File: src/rtl/serial_subtractor.sv
// -----------------------------------------------------------------------------
// serial_subtractor
//
// Bit-serial unsigned subtractor. It computes data_x - data_y one bit per
// clock, LSB first, and keeps the borrow in a register. An operation takes
// WIDTH busy cycles, followed by one cycle with done high. The next start can
// be accepted on the edge after that, which gives one operation every
// WIDTH+2 cycles.
//
// Parameters
//   WIDTH  operand and result width in bits (>= 2)
//   CNT_W  bit-counter width; 2**CNT_W must exceed WIDTH
//
// Ports
//   clk         in   rising-edge clock
//   rst         in   synchronous, active-high reset (wins over everything)
//   start       in   request a new subtraction; sampled only in IDLE
//   data_x      in   minuend, unsigned; captured when start is accepted
//   data_y      in   subtrahend, unsigned; captured when start is accepted
//   busy        out  high while bits are being shifted (SHIFT state)
//   done        out  one-cycle pulse; result valid
//   dataOut     out  (data_x - data_y) mod 2**WIDTH; held until next done
//   borrow_out  out  1 when data_x < data_y; held together with dataOut
// -----------------------------------------------------------------------------
module serial_subtractor #(
  parameter int WIDTH = 8,
  parameter int CNT_W = 4
) (
  input  logic             clk,
  input  logic             rst,
  input  logic             start,
  input  logic [WIDTH-1:0] data_x,
  input  logic [WIDTH-1:0] data_y,
  output logic             busy,
  output logic             done,
  output logic [WIDTH-1:0] dataOut,
  output logic             borrow_out
);

  typedef enum logic [1:0] {
    S_IDLE  = 2'd0,
    S_SHIFT = 2'd1,
    S_DONE  = 2'd2
  } state_t;

  // Counter value seen on the edge that handles the MSB.
  localparam logic [CNT_W-1:0] LAST_CNT = CNT_W'(WIDTH - 1);

  state_t             r_state;
  state_t             w_state_nxt;
  logic               r_busy;
  logic               w_busy_nxt;
  logic               r_done;
  logic               w_done_nxt;

  logic [WIDTH-1:0]   r_x_sr;
  logic [WIDTH-1:0]   r_y_sr;
  logic [WIDTH-1:0]   r_r_sr;
  logic               r_b;
  logic [CNT_W-1:0]   r_cnt;
  logic [WIDTH-1:0]   r_dout;
  logic               r_bout;

  logic               w_accept;
  logic               w_shift;
  logic               w_last;
  logic               w_diff_bit;
  logic               w_borrow_nxt;
  logic [WIDTH-1:0]   w_r_sr_nxt;

  // Full-subtractor cell: difference bit and outgoing borrow.
  function automatic logic diff_bit(input logic x, input logic y, input logic b);
    return x ^ y ^ b;
  endfunction

  function automatic logic borrow_bit(input logic x, input logic y, input logic b);
    return (~x & y) | (~(x ^ y) & b);
  endfunction

  assign w_accept     = (r_state == S_IDLE) && start;
  assign w_shift      = (r_state == S_SHIFT);
  assign w_last       = w_shift && (r_cnt == LAST_CNT);
  assign w_diff_bit   = diff_bit(r_x_sr[0], r_y_sr[0], r_b);
  assign w_borrow_nxt = borrow_bit(r_x_sr[0], r_y_sr[0], r_b);
  // New difference bits enter at the MSB, so after WIDTH shifts the LSB
  // computed first has reached bit 0.
  assign w_r_sr_nxt   = {w_diff_bit, r_r_sr[WIDTH-1:1]};

  // ---- control: state register ----
  always_ff @(posedge clk) begin
    if (rst) begin
      r_state <= S_IDLE;
      r_busy  <= 1'b0;
      r_done  <= 1'b0;
    end else begin
      r_state <= w_state_nxt;
      r_busy  <= w_busy_nxt;
      r_done  <= w_done_nxt;
    end
  end

  // ---- control: next state and next registered outputs ----
  always_comb begin
    w_state_nxt = r_state;
    w_busy_nxt  = r_busy;
    w_done_nxt  = 1'b0;
    unique case (r_state)
      S_IDLE: begin
        w_busy_nxt = 1'b0;
        if (start) begin
          w_state_nxt = S_SHIFT;
          w_busy_nxt  = 1'b1;
        end
      end
      S_SHIFT: begin
        w_busy_nxt = 1'b1;
        if (r_cnt == LAST_CNT) begin
          w_state_nxt = S_DONE;
          w_busy_nxt  = 1'b0;
          w_done_nxt  = 1'b1;
        end
      end
      S_DONE: begin
        w_state_nxt = S_IDLE;
        w_busy_nxt  = 1'b0;
      end
      default: begin
        w_state_nxt = S_IDLE;
        w_busy_nxt  = 1'b0;
      end
    endcase
  end

  // ---- datapath: shift registers, borrow, counter and result ----
  // Reset clears the datapath too, so an aborted operation never leaks a
  // partial result onto dataOut.
  always_ff @(posedge clk) begin
    if (rst) begin
      r_x_sr <= '0;
      r_y_sr <= '0;
      r_r_sr <= '0;
      r_b    <= 1'b0;
      r_cnt  <= '0;
      r_dout <= '0;
      r_bout <= 1'b0;
    end else if (w_accept) begin
      r_x_sr <= data_x;
      r_y_sr <= data_y;
      r_r_sr <= '0;
      r_b    <= 1'b0;
      r_cnt  <= '0;
    end else if (w_shift) begin
      r_x_sr <= {1'b0, r_x_sr[WIDTH-1:1]};
      r_y_sr <= {1'b0, r_y_sr[WIDTH-1:1]};
      r_r_sr <= w_r_sr_nxt;
      r_b    <= w_borrow_nxt;
      r_cnt  <= r_cnt + 1'b1;
      if (w_last) begin
        r_dout <= w_r_sr_nxt;
        r_bout <= w_borrow_nxt;
      end
    end
  end

  // ---- outputs ----
  assign busy       = r_busy;
  assign done       = r_done;
  assign dataOut    = r_dout;
  assign borrow_out = r_bout;

endmodule
File: config.mk
export PLATFORM = sky130hd
export DESIGN_NAME = serial_subtractor
export DESIGN_NICKNAME = d
export VERILOG_FILES = /design/src/rtl/serial_subtractor.sv
export SDC_FILE = /design/constraint.sdc
export NUM_CORES = 1
export LEC_CHECK = 0
export BUFFER_PORTS_ARGS = -buffer_cell sky130_fd_sc_hd__buf_4
export CAP_MARGIN = 10
export CORE_MARGIN = 3
export CORE_UTILIZATION = 25
export CTS_CLUSTER_SIZE = 14
export DETAILED_ROUTE_END_ITERATION = 7
export SYNTH_ARGS = -nofsm -noshare
export SYNTH_HDL_FRONTEND = slang
export SYNTH_SLANG_ARGS = --single-unit
File: constraint.sdc
create_clock -name clk -period 2.6 [get_ports clk]
set_clock_uncertainty 0.1 [all_clocks]
set_input_delay 0.52 -clock clk [delete_from_list [all_inputs] [get_ports clk]]
set_output_delay 0.52 -clock clk [all_outputs]
set_load 0.01 [all_outputs]
Word-level counts from Yosys, hierarchy flattened
Cells that the tools add are included.
{"block": "word_totals", "reg_bits": 42, "input_bits": 19, "output_inout_bits": 11}
{"block": "classes", "add_sub_neg": 1, "n_eq_ne": 4, "n_mux": 11, "bitwise_logic": 9, "reduce_logical": 8}
{"operator": "2-to-1 mux 8 bit", "n": 4}
{"operator": "adder 4 x 1 -> 4 bit, second input constant", "n": 1}
{"operator": "equality test 4 x 3 -> 1 bit, second input constant", "n": 1}
{"operator": "2-to-1 mux 2 bit", "n": 2}
{"operator": "NOT 1 bit", "n": 4}
{"operator": "case mux 2 bit (2 select lines)", "n": 1}
{"operator": "OR reduction 2 bit", "n": 2}
{"operator": "2-to-1 mux 1 bit", "n": 3}
{"operator": "AND reduction 3 bit", "n": 1}
{"operator": "bitwise AND 1 bit", "n": 2}
{"operator": "equality test 2 x 1 -> 1 bit, second input constant", "n": 1}
{"operator": "logical AND 1 bit", "n": 2}
{"operator": "zero test 2 bit", "n": 1}
{"operator": "inequality test 2 x 1 -> 1 bit, second input constant", "n": 1}
{"operator": "inequality test 2 bit, second input constant", "n": 1}
{"operator": "case mux 1 bit (2 select lines)", "n": 1}
{"operator": "AND reduction 2 bit", "n": 1}
{"operator": "nonzero test 2 bit", "n": 1}
{"operator": "bitwise XOR 1 bit", "n": 2}
{"operator": "bitwise OR 1 bit", "n": 1}

Logic depth before layout (Yosys ltp)
{"block": "depth", "word_depth": 4, "mapped_depth": 5, "depth_no_buf": 4}

Worst setup path before layout
No wires, ideal clock.
{"block": "synth_timing", "path_type": "input port to flip-flop", "startpoint": "input start", "endpoint": "register r_y_sr[4]", "setup_ns": 0.139, "t_arrival_ns": 1.287, "required_time_ns": 2.361, "path_slack_ns": 1.074, "stages": 5, "path_cell_list": "or3b_1 > buf_4 > buf_6 > nand2_1 > a311oi_2"}
{"block": "synth_via", "elab_chain_len": 2, "elab_cells_between_ends": 3, "classes_between": "mux: 1; reduce/logical: 2"}
{"element": "start, declared", "line": "31", "text": "input logic start,"}
{"element": "logical AND 1 bit (*)", "line": "80", "text": "assign w_accept = (r_state == S_IDLE) && start;"}
{"element": "2-to-1 mux 8 bit or nonzero test 2 bit (tied branches)"}
{"element": "end signal, assigned", "line": "148", "text": "r_y_sr <= data_y;"}
{"element": "end signal, assigned", "line": "154", "text": "r_y_sr <= {1'b0, r_y_sr[WIDTH-1:1]};"}
{"element": "end, declared", "line": "57", "text": "logic [WIDTH-1:0] r_y_sr;"}
Every way passes the cells marked *; elsewhere a longest branch is shown, timed or not.
A chain may end at the register's enable or synchronous reset.

Worst setup path after layout
{"block": "layout_timing", "startpoint": "register r_state[0]", "endpoint": "register r_b"}
{"block": "layout_via", "elab_chain_len": 3, "elab_cells_between_ends": 4, "classes_between": "eq/ne: 1; reduce/logical: 3"}
{"element": "start, declared", "line": "49", "text": "state_t r_state;"}
{"element": "start signal, assigned", "line": "96", "text": "r_state <= w_state_nxt;"}
{"element": "zero test 2 bit", "line": "80"}
{"element": "logical AND 1 bit", "line": "80"}
{"element": "OR reduction 2 bit (no line)"}
{"element": "end signal, assigned", "line": "156", "text": "r_b <= w_borrow_nxt;"}
{"element": "end, declared", "line": "59", "text": "logic r_b;"}
Parallel ways exist; a longest one is shown, timed or not.

==> results.sh <==
export IMPL_status="completed"
export IMPL_powerDensity_nw_per_um2=643.6
export IMPL_ys_seq_elements=41
export IMPL_endpoint_kind="register"
export IMPL_drive_gt1_share_pct=27.73
export IMPL_crit_type="reg2reg"
export IMPL_grt_pass1_wl_mm=5.996
export IMPL_critPathMaxFanout=15
export IMPL_cts_buffers=5
export IMPL_fp_dieH_um=89.83
export IMPL_gp_congestion=0.7286
export IMPL_hold_violations=0
export IMPL_synthArstFlopShare_pct=0
export IMPL_cap_violations=0
export IMPL_fin_crit_ns=1.846
export IMPL_peakVddDrop_mv=0.2258
export IMPL_netlist_area_um2=1757
export IMPL_wl_per_cell_um=11.32
export IMPL_initial_utilization_pct=26.75
export IMPL_synth_area_leader_cell="dfxtp_1"
export IMPL_arrival_ns=1.96
export IMPL_crit_path_top_delay_cell="or3b_1"
export IMPL_start_kind="register"
export IMPL_synth_top_area_share_pct=46.72
export IMPL_stdcell_count=313
export IMPL_synth_distinct_cells=32
export IMPL_grt_max_degree=31
export IMPL_clk_path_buf_depth=2
export IMPL_slew_headroom_pct=52.74
export IMPL_setup_tns_ns=0
export IMPL_grt_use_met3_pct=3.005
export IMPL_drtIter0Drc=70
export IMPL_hp_class="reg2reg"
export IMPL_placed_cells=305
export IMPL_synth_most_common_cell="dfxtp_1"
export IMPL_clock_sinks=41
export IMPL_root_buffer="clkbuf_8"
export IMPL_path_clk_slew_ns=0.08
export IMPL_drt_vias_per_instance=4.399
export IMPL_gr_usage_met2_pct=14.41
export IMPL_vias=1377
export IMPL_insertion_delay_ns=0.30
export IMPL_setup_slack_ns=0.7542
export IMPL_grt_busiest_layer="met2"
export IMPL_pin_count=30
export IMPL_fp_dieArea_um2=8069
export IMPL_ctsResizeCount=0
export IMPL_htree_levels=2
export IMPL_setup_violations=0
export IMPL_worst_pin_slew_ns=0.7088
export IMPL_synth_cells=196
export IMPL_required_ns=2.71
export IMPL_drt_pass1_iterations=4
export IMPL_postCtsSetupRepairBufs=0
export IMPL_antenna_found_initial=0
export IMPL_total_leakage_power_nw=0.7663
export IMPL_rows=29
export IMPL_ys_warn_count=0
export IMPL_synth_nets=217
export IMPL_critPathBufInv=0
export IMPL_yosysSeqAreaShare_pct=46.72
export IMPL_grt_overflow=0
export IMPL_diodes=0
export IMPL_drc=0
export IMPL_max_stage_delay_ns=0.63
export IMPL_grt_pass1_vias=1316
export IMPL_syn_avg_cell_area_um2=8.963
export IMPL_synth_flop_cell="dfxtp_1"
export IMPL_path_cells="or3b_1 > nand2b_2 > a211oi_1"
export IMPL_crit_family="simple AND/OR/NAND/NOR gates"
export IMPL_synth_edff_count=0
export IMPL_areaGrowthSynthToFinish_pct=21.30
export IMPL_ctsHoldBuffers=0
export IMPL_max_clock_freq_mhz=541.8
export IMPL_rsz0062_at_grt="no"
export IMPL_yosys_top_cells_area="dfxtp_1, a311oi_2, nand2_1"
export IMPL_hpwl_mm=2.365
export IMPL_core_area_um2=6568
export IMPL_cts_tree="built"
export IMPL_wl_mm=3.542
export IMPL_grt_use_met1_pct=11.15
export IMPL_layout_nets=240
export IMPL_drtAntennaViolNets=0
export IMPL_synth_top_cells_by_count="dfxtp_1, nand2_1, nor2_1, a21oi_1, a311oi_2"
export IMPL_die_x_um=89.83
export IMPL_finalCritPeriodShare_pct=70.99
export IMPL_pre_cts_slack_ns=0.5624
export IMPL_slew_violations=0
export IMPL_port_buffers=29
export IMPL_track_usage_pct=9.081
report_power, final:
part	total (mW)	leakage, nW	internal (mW)	switching (mW)
sequential	0.673	0.335	0.655	0.0182
clock	0.543	0.0574	0.312	0.230
combinational	0.155	0.374	0.0652	0.0902
total	1.37	0.766	1.03	0.339
worst register-to-register path: stages, from the launching register on:
cell and delay (ns):
dfxtp_1 0.47, or3b_1 0.63, nand2b_2 0.31, a211oi_1 0.27
flip-flops by register name, indices dropped and copies added (netlist names), 2 cells and up:
register  cells
r_y_sr        8
dataOut       8
r_cnt         4
r_x_sr        8
r_state       2
r_r_sr        7
routing by layer:
| layer | part of all wire (%) | vias to the layer above |
|---|---|---|
| met5 | 0 | - |
| met4 | 1.8 | 0 |
| met3 | 5.2 | 7 |
| met2 | 45 | 28 |
| met1 | 48 | 619 |
| li1 | - | 723 |
final timing paths:
| check | from | end | slack [ns] | cells after the start |
|---|---|---|---|---|
| worst min-delay path | r_r_sr[1] | r_r_sr[1] | 0.36 | 2 |
| worst max register to register | r_state[0] | r_b | 0.75 | 3 |
| worst max-delay path | r_state[0] | r_b | 0.75 | 3 |
| worst min register to register | r_r_sr[1] | r_r_sr[1] | 0.36 | 2 |
cell families after synthesis:
logic type / synth area share (%)
adder cells (fa/ha/maj): 1.852
AND/OR/NAND/NOR: 22.86
AO/OA/AOI/OAI: 21.30
buffers and inverters: 6.267
flip-flops: 46.72
XOR/XNOR: 0.9973
metrics by stage:
step	total power, mW	cell area (µm²)	utilization [%]	hold WS, ns
floorplan	0.8076	1757	-	0.3358
global placement	0.8441	2011	30.62	0.3499
detailed placement	0.8460	2011	30.62	0.3550
CTS	1.388	2131	32.44	0.3681
global route	1.431	2131	32.44	0.3844
finish	1.371	2131	32.44	0.3634
layout by cell type (no fill, tap or decap):
cell type	count
dfxtp_1	41
nand2_1	35
buf_4	32
nor2_1	21
a21oi_1	19
a311oi_2	10
nand2_2	9
nand3_1	9
o21ai_1	8
clkbuf_8	6
a311oi_1	5
inv_1	2
nand3b_1	2
nor3_1	2
a22oi_1	2
o21ba_1	1
or3b_1	1
nor3b_4	1
nand2b_1	1
and2b_1	1
o21bai_1	1
nand2b_2	1
a211oi_1	1
o21ai_0	1
or3_1	1
and3b_1	1
xor2_1	1
xnor2_1	1
fa_1	1
ha_1	1
bufinv_16	1
clkinvlp_4	1
cell type report:
cell class,instances,area [µm²]
clock inverters,2,37.54
repair buffers,32,240.2
multi-input cells,137,825.8
well taps,93,116.4
fillers,680,4437
clock buffers,6,82.58
inverters,2,7.507
flip-flops and latches,41,820.8
No activity file was read; power rests on OpenSTA's default activity.
